## config.mk

```make
export PLATFORM = sky130hd
export DESIGN_NAME = bch_syndrome_serial_flat
export DESIGN_NICKNAME = d
export VERILOG_FILES = /design/src/rtl/bch_syndrome_serial_if.sv /design/src/rtl/bch_syndrome_serial.sv /design/src/flat_wrapper.sv
export SDC_FILE = /design/constraint.sdc
export NUM_CORES = 1
export LEC_CHECK = 0
export BUFFER_PORTS_ARGS = -buffer_cell sky130_fd_sc_hd__buf_2
export CAP_MARGIN = 20
export CORE_MARGIN = 5
export CORE_UTILIZATION = 25
export CTS_BUF_LIST = sky130_fd_sc_hd__clkbuf_8
export DETAILED_ROUTE_END_ITERATION = 16
export GPL_ROUTABILITY_DRIVEN = 0
export PLACE_DENSITY = 0.46
export RECOVER_POWER = 25
export SKIP_LAST_GASP = 1
export SLEW_MARGIN = 20
export SYNTH_ARGS = -nofsm -noshare
export SYNTH_HDL_FRONTEND = slang
export SYNTH_SLANG_ARGS = --single-unit
export TNS_END_PERCENT = 20
```

## constraint.sdc

```tcl
create_clock -name clk -period 1.3 [get_ports clk]
set_input_delay 0.13 -clock clk [delete_from_list [all_inputs] [get_ports clk]]
set_output_delay 0.13 -clock clk [all_outputs]
set_load 0.05 [all_outputs]
```

## src/rtl/bch_syndrome_serial_if.sv

```systemverilog
// ---------------------------------------------------------------------------
// bch_syndrome_serial_if
// Stream bundle for the bit-serial BCH syndrome generator.
//   in_valid / in_ready / in_bit      : one received-codeword bit per handshake
//   out_valid / out_ready / syndromes : packed S_1..S_2T, held until consumed
//   out_zero                          : only when SYND_ZERO_FLAG_EN is defined
// Modports:
//   master : the side that feeds bits and consumes syndromes (e.g. testbench)
//   slave  : the syndrome generator itself
// Parameters M (field degree) and T (correction capability) size the bus.
// ---------------------------------------------------------------------------
interface bch_syndrome_serial_if #(
  parameter int M = 4,
  parameter int T = 2
);
  logic               in_valid;
  logic               in_ready;
  logic               in_bit;
  logic               out_valid;
  logic               out_ready;
  logic [2*T*M-1:0]   syndromes;
`ifdef SYND_ZERO_FLAG_EN
  logic               out_zero;
`endif

  modport master (
    output in_valid,
    output in_bit,
    output out_ready,
    input  in_ready,
    input  out_valid,
`ifdef SYND_ZERO_FLAG_EN
    input  out_zero,
`endif
    input  syndromes
  );

  modport slave (
    input  in_valid,
    input  in_bit,
    input  out_ready,
    output in_ready,
    output out_valid,
`ifdef SYND_ZERO_FLAG_EN
    output out_zero,
`endif
    output syndromes
  );
endinterface

```

## src/rtl/bch_syndrome_serial.sv

```systemverilog
// ---------------------------------------------------------------------------
// bch_syndrome_serial
// Bit-serial BCH syndrome generator over GF(2^M). Received bits arrive
// highest coefficient first (r_{N-1} .. r_0), one per accepted handshake.
// Each syndrome S_j (j = 1..2T) is accumulated in Horner form:
//     S_j <= S_j * alpha^j  XOR  in_bit
// After N bits S_j = sum_i r_i * alpha^(i*j). The result is then held on
// the output until out_valid && out_ready, after which the accumulators
// clear and the next codeword may start on the following cycle.
//
// Ports:
//   clk  : clock, rising edge
//   rst  : synchronous reset, active low
//   bus  : bch_syndrome_serial_if.slave (input bit stream, syndrome output)
//
// Optional feature macro: SYND_ZERO_FLAG_EN
//   When defined, bus.out_zero is a registered flag that is 1 while the held
//   result has every S_j == 0 (error-free codeword).
// ---------------------------------------------------------------------------
module bch_syndrome_serial #(
  parameter int           M         = 4,
  parameter int           N         = 15,
  parameter int           T         = 2,
  parameter logic [M:0]   PRIM_POLY = 5'b10011
) (
  input  logic                 clk,
  input  logic                 rst,
  bch_syndrome_serial_if.slave bus
);

  localparam int NS    = 2 * T;
  localparam int CNT_W = (N > 1) ? $clog2(N) : 1;

  localparam logic [0:0] ST_ACCUM = 1'b0;
  localparam logic [0:0] ST_DONE  = 1'b1;

  // Multiply by alpha: shift up one power and fold x^M back through the
  // primitive polynomial.
  function automatic logic [M-1:0] xtime(input logic [M-1:0] v);
    logic [M-1:0] r;
    r = {v[M-2:0], 1'b0};
    if (v[M-1]) begin
      r = r ^ PRIM_POLY[M-1:0];
    end
    return r;
  endfunction

  // Multiply by alpha^j as j chained xtime stages. j is an elaboration-time
  // constant at every call site, so this flattens into a fixed XOR network.
  function automatic logic [M-1:0] mul_alpha_pow(input logic [M-1:0] v, input int j);
    logic [M-1:0] r;
    r = v;
    for (int k = 0; k < j; k++) begin
      r = xtime(r);
    end
    return r;
  endfunction

  logic [0:0]       state_reg;
  logic [CNT_W-1:0] cnt_reg;
  logic [M-1:0]     s_reg  [NS];
  logic [M-1:0]     s_next [NS];
  logic [M-1:0]     s_prod [NS];
  logic             in_ready_int;
  logic             out_valid_int;
  logic             accept;
  logic             last_bit;

  assign in_ready_int  = (state_reg == ST_ACCUM);
  assign out_valid_int = (state_reg == ST_DONE);
  assign accept        = bus.in_valid && in_ready_int;
  assign last_bit      = (cnt_reg == CNT_W'(N - 1));

  assign bus.in_ready  = in_ready_int;
  assign bus.out_valid = out_valid_int;

  // One Horner stage per syndrome; the received bit is the constant term.
  for (genvar gi = 0; gi < NS; gi++) begin : g_synd
    assign s_prod[gi] = mul_alpha_pow(s_reg[gi], gi + 1);
    assign s_next[gi] = {s_prod[gi][M-1:1], s_prod[gi][0] ^ bus.in_bit};
    assign bus.syndromes[gi*M +: M] = s_reg[gi];
  end

`ifdef SYND_ZERO_FLAG_EN
  logic          zero_reg;
  logic [NS-1:0] s_next_nz;

  for (genvar gi = 0; gi < NS; gi++) begin : g_nz
    assign s_next_nz[gi] = |s_next[gi];
  end

  assign bus.out_zero = zero_reg;
`endif

  always_ff @(posedge clk) begin
    if (!rst) begin
      state_reg <= ST_ACCUM;
      cnt_reg   <= '0;
      for (int k = 0; k < NS; k++) begin
        s_reg[k] <= '0;
      end
`ifdef SYND_ZERO_FLAG_EN
      zero_reg  <= 1'b0;
`endif
    end else begin
      case (state_reg)
        ST_ACCUM: begin
          if (accept) begin
            for (int k = 0; k < NS; k++) begin
              s_reg[k] <= s_next[k];
            end
            if (last_bit) begin
              cnt_reg   <= '0;
              state_reg <= ST_DONE;
`ifdef SYND_ZERO_FLAG_EN
              // Evaluated on the final bit so the flag is ready together
              // with out_valid.
              zero_reg  <= ~|s_next_nz;
`endif
            end else begin
              cnt_reg <= cnt_reg + 1'b1;
            end
          end
        end
        ST_DONE: begin
          if (bus.out_ready) begin
            for (int k = 0; k < NS; k++) begin
              s_reg[k] <= '0;
            end
            state_reg <= ST_ACCUM;
`ifdef SYND_ZERO_FLAG_EN
            zero_reg  <= 1'b0;
`endif
          end
        end
        default: begin
          state_reg <= ST_ACCUM;
        end
      endcase
    end
  end

endmodule
```

## src/flat_wrapper.sv

```systemverilog
// flat-port wrapper written by rule: the top's interface ports become plain ports
module bch_syndrome_serial_flat 
#(
  parameter int           M         = 4,
  parameter int           N         = 15,
  parameter int           T         = 2,
  parameter logic [M:0]   PRIM_POLY = 5'b10011
)
  (clk, rst, bus_in_valid, bus_in_bit, bus_out_ready, bus_in_ready, bus_out_valid, bus_syndromes);
  bch_syndrome_serial_if #(.M(M), .T(T)) bus_i ();
  input  logic clk;
  input  logic rst;
  input wire logic [$bits(bus_i.in_valid)-1:0] bus_in_valid;
  input wire logic [$bits(bus_i.in_bit)-1:0] bus_in_bit;
  input wire logic [$bits(bus_i.out_ready)-1:0] bus_out_ready;
  output wire logic [$bits(bus_i.in_ready)-1:0] bus_in_ready;
  output wire logic [$bits(bus_i.out_valid)-1:0] bus_out_valid;
  output wire logic [$bits(bus_i.syndromes)-1:0] bus_syndromes;
  assign bus_i.in_valid = bus_in_valid;
  assign bus_i.in_bit = bus_in_bit;
  assign bus_i.out_ready = bus_out_ready;
  assign bus_in_ready = bus_i.in_ready;
  assign bus_out_valid = bus_i.out_valid;
  assign bus_syndromes = bus_i.syndromes;
  bch_syndrome_serial #(.M(M), .N(N), .T(T), .PRIM_POLY(PRIM_POLY)) u_core (.clk(clk), .rst(rst), .bus(bus_i));
endmodule
```

==> results.cfg, run 1 <==
[floorplan]
die-height_um = 72.52
die_area_um2 = 5259
ios = 23
num_rows = 22
initial_utilization = 0.2630
coreArea_um2 = 3716
die_w_um = 72.52

[clock_network]
cts_tree = built
clock_path_buffers = 2
clk_latency_ns = 0.26
cts.sinks = 21
h-tree-depth = 1
cts_setup_buffers = 0
cts_resized = 0
cts.clk_slew.worst_paths_ns = 0.08
numCtsBuffers = 3
hold_buffers = 0
clockRootBuffer = clkbuf_8

[synth]
synth.net_count = 104
synth_seq_area_share = 0.5122
ys_ff_latch = 21
yosys_warnings = 0
synth.distinct_cells = 29
synth_cells = 99
syn_area_um2 = 977.2
syn_avg_cell_area_um2 = 9.871

[sta]
drv_slew = 0
fmax_mhz = 827.6
max_slew_margin = 0.7331
worst_slew_pin_slew_ns = 0.3968
rsz0062_at_grt = true
setup_viol = 0
fin_ws_ns = 0.09163
fin_crit_sh = 0.9295
clock_skew_ns = 0.003091
hold_viol = 0
holdWs_ns = 0.2149
period_needed_ns = 1.208

[route]
first_pass_iters = 4
drt-vias-per-instance = 4.506
wl_mm = 2.007
drc = 0
via_count = 757
drt-initial-drc-count = 48
ant_nets = 0
wl_per_cell_um = 11.95

[critical_path]
crit_path_start_kind = flop
crit_path_max_incr_delay_ns = 0.36
ff2ff_path_depth = 2
rr_startpoint = u_core.bus.out_valid$_SDFF_PN0_
r2r_setup_slack_ns = 0.09
endpoint_kind = flop
r2r_end = u_core.s_reg[2][0]$_SDFFCE_PN0P_
slowest_stage = dfxtp_2
crit_chain = a21boi_0 > nand2_1
crit_type = flop to flop
arrival_ns = 1.19
worst_ep_required_time_ns = 1.28
critPathMaxFanout = 10

[global_route]
overflow = 0
grt_pass1_wl_mm = 3.463
grt_max_degree = 13
grt_antenna_before_repair = 0
grt_pass1_vias = 755
track_usage = 0.08360

[min_path]
min_path_cells = 3
min_path_type = primary input to flop
hold_start = bus_out_ready
holdPathEnd = u_core.bus.out_valid$_SDFF_PN0_

[layout]
nets = 126
antenna-diode-count = 0
layoutNonFillerInstCount = 168
drive_above_1_share = 0.2583
final_area_um2 = 1166
largest_reg_flops = 16
area_growth_pct = 19.33

[flow_run]
maxCapViolCount = 0

[placement]
pre_cts_ws_ns = 0.08812
hpwl_mm = 1.547
io_buffers = 22
dpl_cell_area_um2 = 1121
dp_cells = 164

[power_and_ir_drop]
leakagePower_nw = 0.4550
total_power_mw = 1.474
powerDensity_nw_per_um2 = 1264
vdd_ir_drop_max_uv = 345.9

[outcome]
status = complete, no violations
==> where the power goes <==
part           internal, mW  switching (mW)
combinational        0.0829           0.195
clock                 0.213           0.218
sequential            0.725          0.0402
total                  1.02           0.453
==> through the flow <==
stage                       TNS [ns]    util
after detailed placement           0  0.3017
after floorplan            -0.004417       -
after global placement             0  0.3017
final                              0  0.3138
after global routing      -0.0004479  0.3138
after CTS                          0  0.3141
==> critical path, delay by kind of cell, from the launching register on <==
kind	cells	cell delay, ns
flops	1	0.36
simple gates	1	0.23
compound gates	1	0.35
==> logic make-up (layout without fill, tap and decap cells) <==
group,after synthesis,after routing,synth area share
buffers and inverters,9,30,0.05632
multiplexers,1,1,0.01024
XOR/XNOR,13,13,0.1165
flip-flops,21,21,0.5122
AO/OA/AOI/OAI,15,15,0.1011
AND/OR/NAND/NOR,40,40,0.2036
==> layer usage <==
metal,up-vias,global-route usage,wire [um]
met5,-,0,0
met4,0,0.05328,28
met3,4,0.01939,118
met2,19,0.1343,958
met1,356,0.09949,902
li1,378,-,-
==> cell usage in the layout, fill, tap and decap left out <==
cell      synthesis  layout
nand2b_2          0       1
xnor2_1          11      11
a21boi_0          2       2
nand3_1           3       3
nor2_1           12      12
and2_1            1       1
o32ai_1           1       1
xor2_1            2       2
and3_1            1       1
a21oi_1           4       4
nand2_1          11      11
o211ai_1          1       1
nand4_1           1       1
buf_2             1      22
a21boi_1          1       1
a211oi_1          2       2
clkbuf_1          2       1
buf_4             3       2
inv_1             1       1
a311o_1           1       1
edfxtp_1          8       8
or3_1             2       2
clkbuf_8          0       3
o21ai_0           3       3
dfxtp_2           0       2
mux2i_1           1       1
clkinv_2          0       1
nand3b_1          7       7
and2b_1           1       1
dfxtp_1          13      11
==> synthesized netlist by cell type <==
cell type  number  area share
a211oi_1        2       0.015
nand2b_1        1      0.0064
and2_1          1      0.0064
inv_1           1      0.0038
nand3b_1        7       0.054
mux2i_1         1       0.010
buf_4           3       0.023
or3_1           2       0.013
nand4_1         1      0.0064
nand3_1         3       0.015
and3_1          1      0.0064
a21boi_1        1      0.0077
clkbuf_2        1      0.0051
o32ai_1         1      0.0090
o211ai_1        1      0.0077
xor2_1          2       0.018
clkbuf_1        2      0.0077
a311o_1         1       0.010
and2b_1         1      0.0077
a21oi_1         4       0.020
o21ai_0         3       0.015
a21boi_0        2       0.015
buf_2           1      0.0051
nor2_1         12       0.046
xnor2_1        11       0.099
buf_6           1       0.012
edfxtp_1        8        0.25
nand2_1        11       0.042
dfxtp_1        13        0.27
==> layout make-up <==
cell class	count	area, um^2
Fill cell	416	2550
Multi-Input combinational cell	69	424.2
Timing Repair Buffer	25	128.9
Tap cell	48	60.06
Sequential cell	21	503.0
Inverter	1	3.754
Clock buffer	3	41.29
Clock inverter	1	5.005
==> how the worst max path moves through the flow <==
stage / endpoint / cells after the start / start
after global routing: u_core.s_reg[3][1]$_SDFFE_PP0P_ / 3 / u_core.bus.out_valid$_SDFF_PN0_
after global placement: u_core.s_reg[3][1]$_SDFFE_PP0P_ / 3 / u_core.bus.out_valid$_SDFF_PN0_
after floorplan: u_core.s_reg[1][3]$_SDFFCE_PP0P_ / 3 / u_core.bus.out_valid$_SDFF_PN0_
after CTS: u_core.s_reg[2][0]$_SDFFCE_PN0P_ / 2 / u_core.bus.out_valid$_SDFF_PN0_
after detailed placement: u_core.s_reg[2][1]$_SDFFCE_PN0P_ / 2 / u_core.bus.out_valid$_SDFF_PN0_
final: u_core.s_reg[2][0]$_SDFFCE_PN0P_ / 2 / u_core.bus.out_valid$_SDFF_PN0_
No activity file was read; power rests on OpenSTA's default activity.
==> inputs of run 2 (changes only) <==
--- a/config.mk
+++ b/config.mk
@@ -8,11 +8,11 @@
 export BUFFER_PORTS_ARGS = -buffer_cell sky130_fd_sc_hd__buf_2
 export CAP_MARGIN = 20
 export CORE_MARGIN = 5
-export CORE_UTILIZATION = 25
+export CORE_UTILIZATION = 54
 export CTS_BUF_LIST = sky130_fd_sc_hd__clkbuf_8
 export DETAILED_ROUTE_END_ITERATION = 16
 export GPL_ROUTABILITY_DRIVEN = 0
-export PLACE_DENSITY = 0.46
+export PLACE_DENSITY = 0.8
 export RECOVER_POWER = 25
 export SKIP_LAST_GASP = 1
 export SLEW_MARGIN = 20
==> run 2 against run 1 <==
  * Via count down 2.0%
  * Die area down 48%
  * Wire length down 11%
  * Sequential power about the same
  * Power down 1.2%
  * Setup slack better by 0.013 ns
  * Flip-flop and latch count unchanged
  * Hold slack better by 0.0026 ns
  * Register-to-register slack about the same
  * Critical path type unchanged
  * Critical endpoint is now u_core.s_reg[2][3]$_SDFFCE_PN0P_
  * Highest routed layer unchanged
==> results.cfg, run 2 (synthesis results as in run 1) <==
[floorplan]
num_rows = 15
die_w_um = 52.54
die_area_um2 = 2760
die-height_um = 52.54
ios = 23
coreArea_um2 = 1727
initial_utilization = 0.5659

[power_and_ir_drop]
power_frac_comb = 0.189
pwr-share-clk = 0.286
p_sw_mw = 0.4366
pwr-share-seq = 0.525
powerDensity_nw_per_um2 = 1288
leakagePower_nw = 0.4485
swShare = 0.2999
vdd_ir_drop_max_uv = 863.7
internal-power_mw = 1.019

[critical_path]
crit_type = flop to flop
critical_path.startpoint = u_core.bus.out_valid$_SDFF_PN0_
arrival_ns = 1.17
critPathMaxFanout = 10
r2r_end = u_core.s_reg[2][3]$_SDFFCE_PN0P_
endpoint = u_core.s_reg[2][3]$_SDFFCE_PN0P_
crit_path_start_kind = flop
rr_startpoint = u_core.bus.out_valid$_SDFF_PN0_
endpoint_kind = flop
worst_ep_required_time_ns = 1.28
r2r_setup_slack_ns = 0.10
ff2ff_path_depth = 2

[sta]
hold_viol = 0
fmax_mhz = 836.3
setup_viol = 0
rsz0062_at_grt = false
drv_slew = 0
worst_slew_pin_slew_ns = 0.4036
fin_crit_sh = 0.9198
holdWs_ns = 0.2175
fin_ws_ns = 0.1043
period_needed_ns = 1.196
tns_ns = 0
max_slew_margin = 0.7285
clock_skew_ns = 0.0008054

[placement]
pre_cts_ws_ns = 0.07273
dpl_cell_area_um2 = 1085
io_buffers = 22
hpwl_mm = 1.347

[route]
drt-vias-per-instance = 5.153
wl_per_cell_um = 12.36
drc = 0
wl_mm = 1.780
drt-initial-drc-count = 8
first_pass_iters = 4
via_count = 742
ant_nets = 0

[min_path]
min_path_cells = 3
min_path_type = primary input to flop

[clock_network]
numCtsBuffers = 3
cts_tree = built
cts.sinks = 21
clk_latency_ns = 0.25
cts.clk_slew.worst_paths_ns = 0.07
hold_buffers = 0
clock_path_buffers = 2
cts_resized = 0
clockRootBuffer = clkbuf_8
cts_setup_buffers = 0
h-tree-depth = 1

[layout]
nets = 125
regArea_um2 = 503.0
final_area_um2 = 1130
antenna-diode-count = 0
drive_above_1_share = 0.2521
final_common_cell = buf_2
finalCoreUtilization = 0.6543
multi_input_area_um2 = 424.2
area_growth_pct = 15.62
final_cell_mix = buf_2 (19), nor2_1 (12), nand2_1 (11), xnor2_1 (11), dfxtp_1 (11)
largest_reg_flops = 16
fillCellCount = 157

[global_route]
grt_antenna_before_repair = 0
grt_pass1_wl_mm = 3.125
grt_pass1_vias = 717
overflow = 0
grt_max_degree = 13
track_usage = 0.1537

[outcome]
status = complete, no violations

[flow_run]
maxCapViolCount = 0
[run 2: changes by cell type in the layout (fill, tap and decap cells not counted)]
cell and delta:
clkbuf_2 +3, buf_4 -1, buf_2 -3
[run 2: final cells by class]
cell class / count / area share
sequential: 21 / 0.4452
clock buffer: 3 / 0.03654
timing repair buffer: 24 / 0.1074
clock inverter: 1 / 0.004430
tap: 25 / 0.02769
multi-input combinational: 69 / 0.3754
inverter: 1 / 0.003322
[run 2: per-layer routing]
metal	vias to the layer above	part of all wire	global-route usage
li1	376	-	-
met1	344	0.44	0.1875
met2	18	0.49	0.2562
met3	4	0.049	0.02849
met4	0	0.016	0.07660
met5	-	0	0
[run 2: critical path, cell delays in order, from the launching register on]
cell	delay [ns]
dfxtp_2	0.36
a21boi_0	0.35
nand2_1	0.21
[run 2: per-stage QoR]
| stage | cells | power [mW] |
|---|---|---|
| CTS | 144 | 1.465 |
| global placement | 140 | 1.048 |
| detailed placement | 140 | 1.055 |
| global route | 144 | 1.529 |
| floorplan | 99 | 1.001 |
| finish | 144 | 1.456 |
[run 2: power by group through the flow]
stage          sequential [mW]  clock [mW]  combinational, mW
2_1_floorplan            0.869           0              0.132
3_3_place_gp             0.776           0              0.272
3_5_place_dp             0.779           0              0.277
4_1_cts                  0.764       0.422              0.279
5_1_grt                  0.770       0.465              0.293
6_report                 0.764       0.416              0.275
[run 2: worst min path at each step]
| stage | from | to | slack (ns) |
|---|---|---|---|
| after global routing | bus_out_ready | u_core.bus.out_valid$_SDFF_PN0_ | 0.24 |
| after CTS | bus_out_ready | u_core.bus.out_valid$_SDFF_PN0_ | 0.22 |
| after detailed placement | u_core.s_reg[0][2]$_SDFFE_PP0P_ | u_core.s_reg[0][3]$_SDFFE_PP0P_ | 0.46 |
| after global placement | u_core.s_reg[0][2]$_SDFFE_PP0P_ | u_core.s_reg[0][3]$_SDFFE_PP0P_ | 0.46 |
| final | bus_out_ready | u_core.bus.out_valid$_SDFF_PN0_ | 0.22 |
| after floorplan | bus_out_ready | u_core.bus.out_valid$_SDFF_PN0_ | 0.35 |
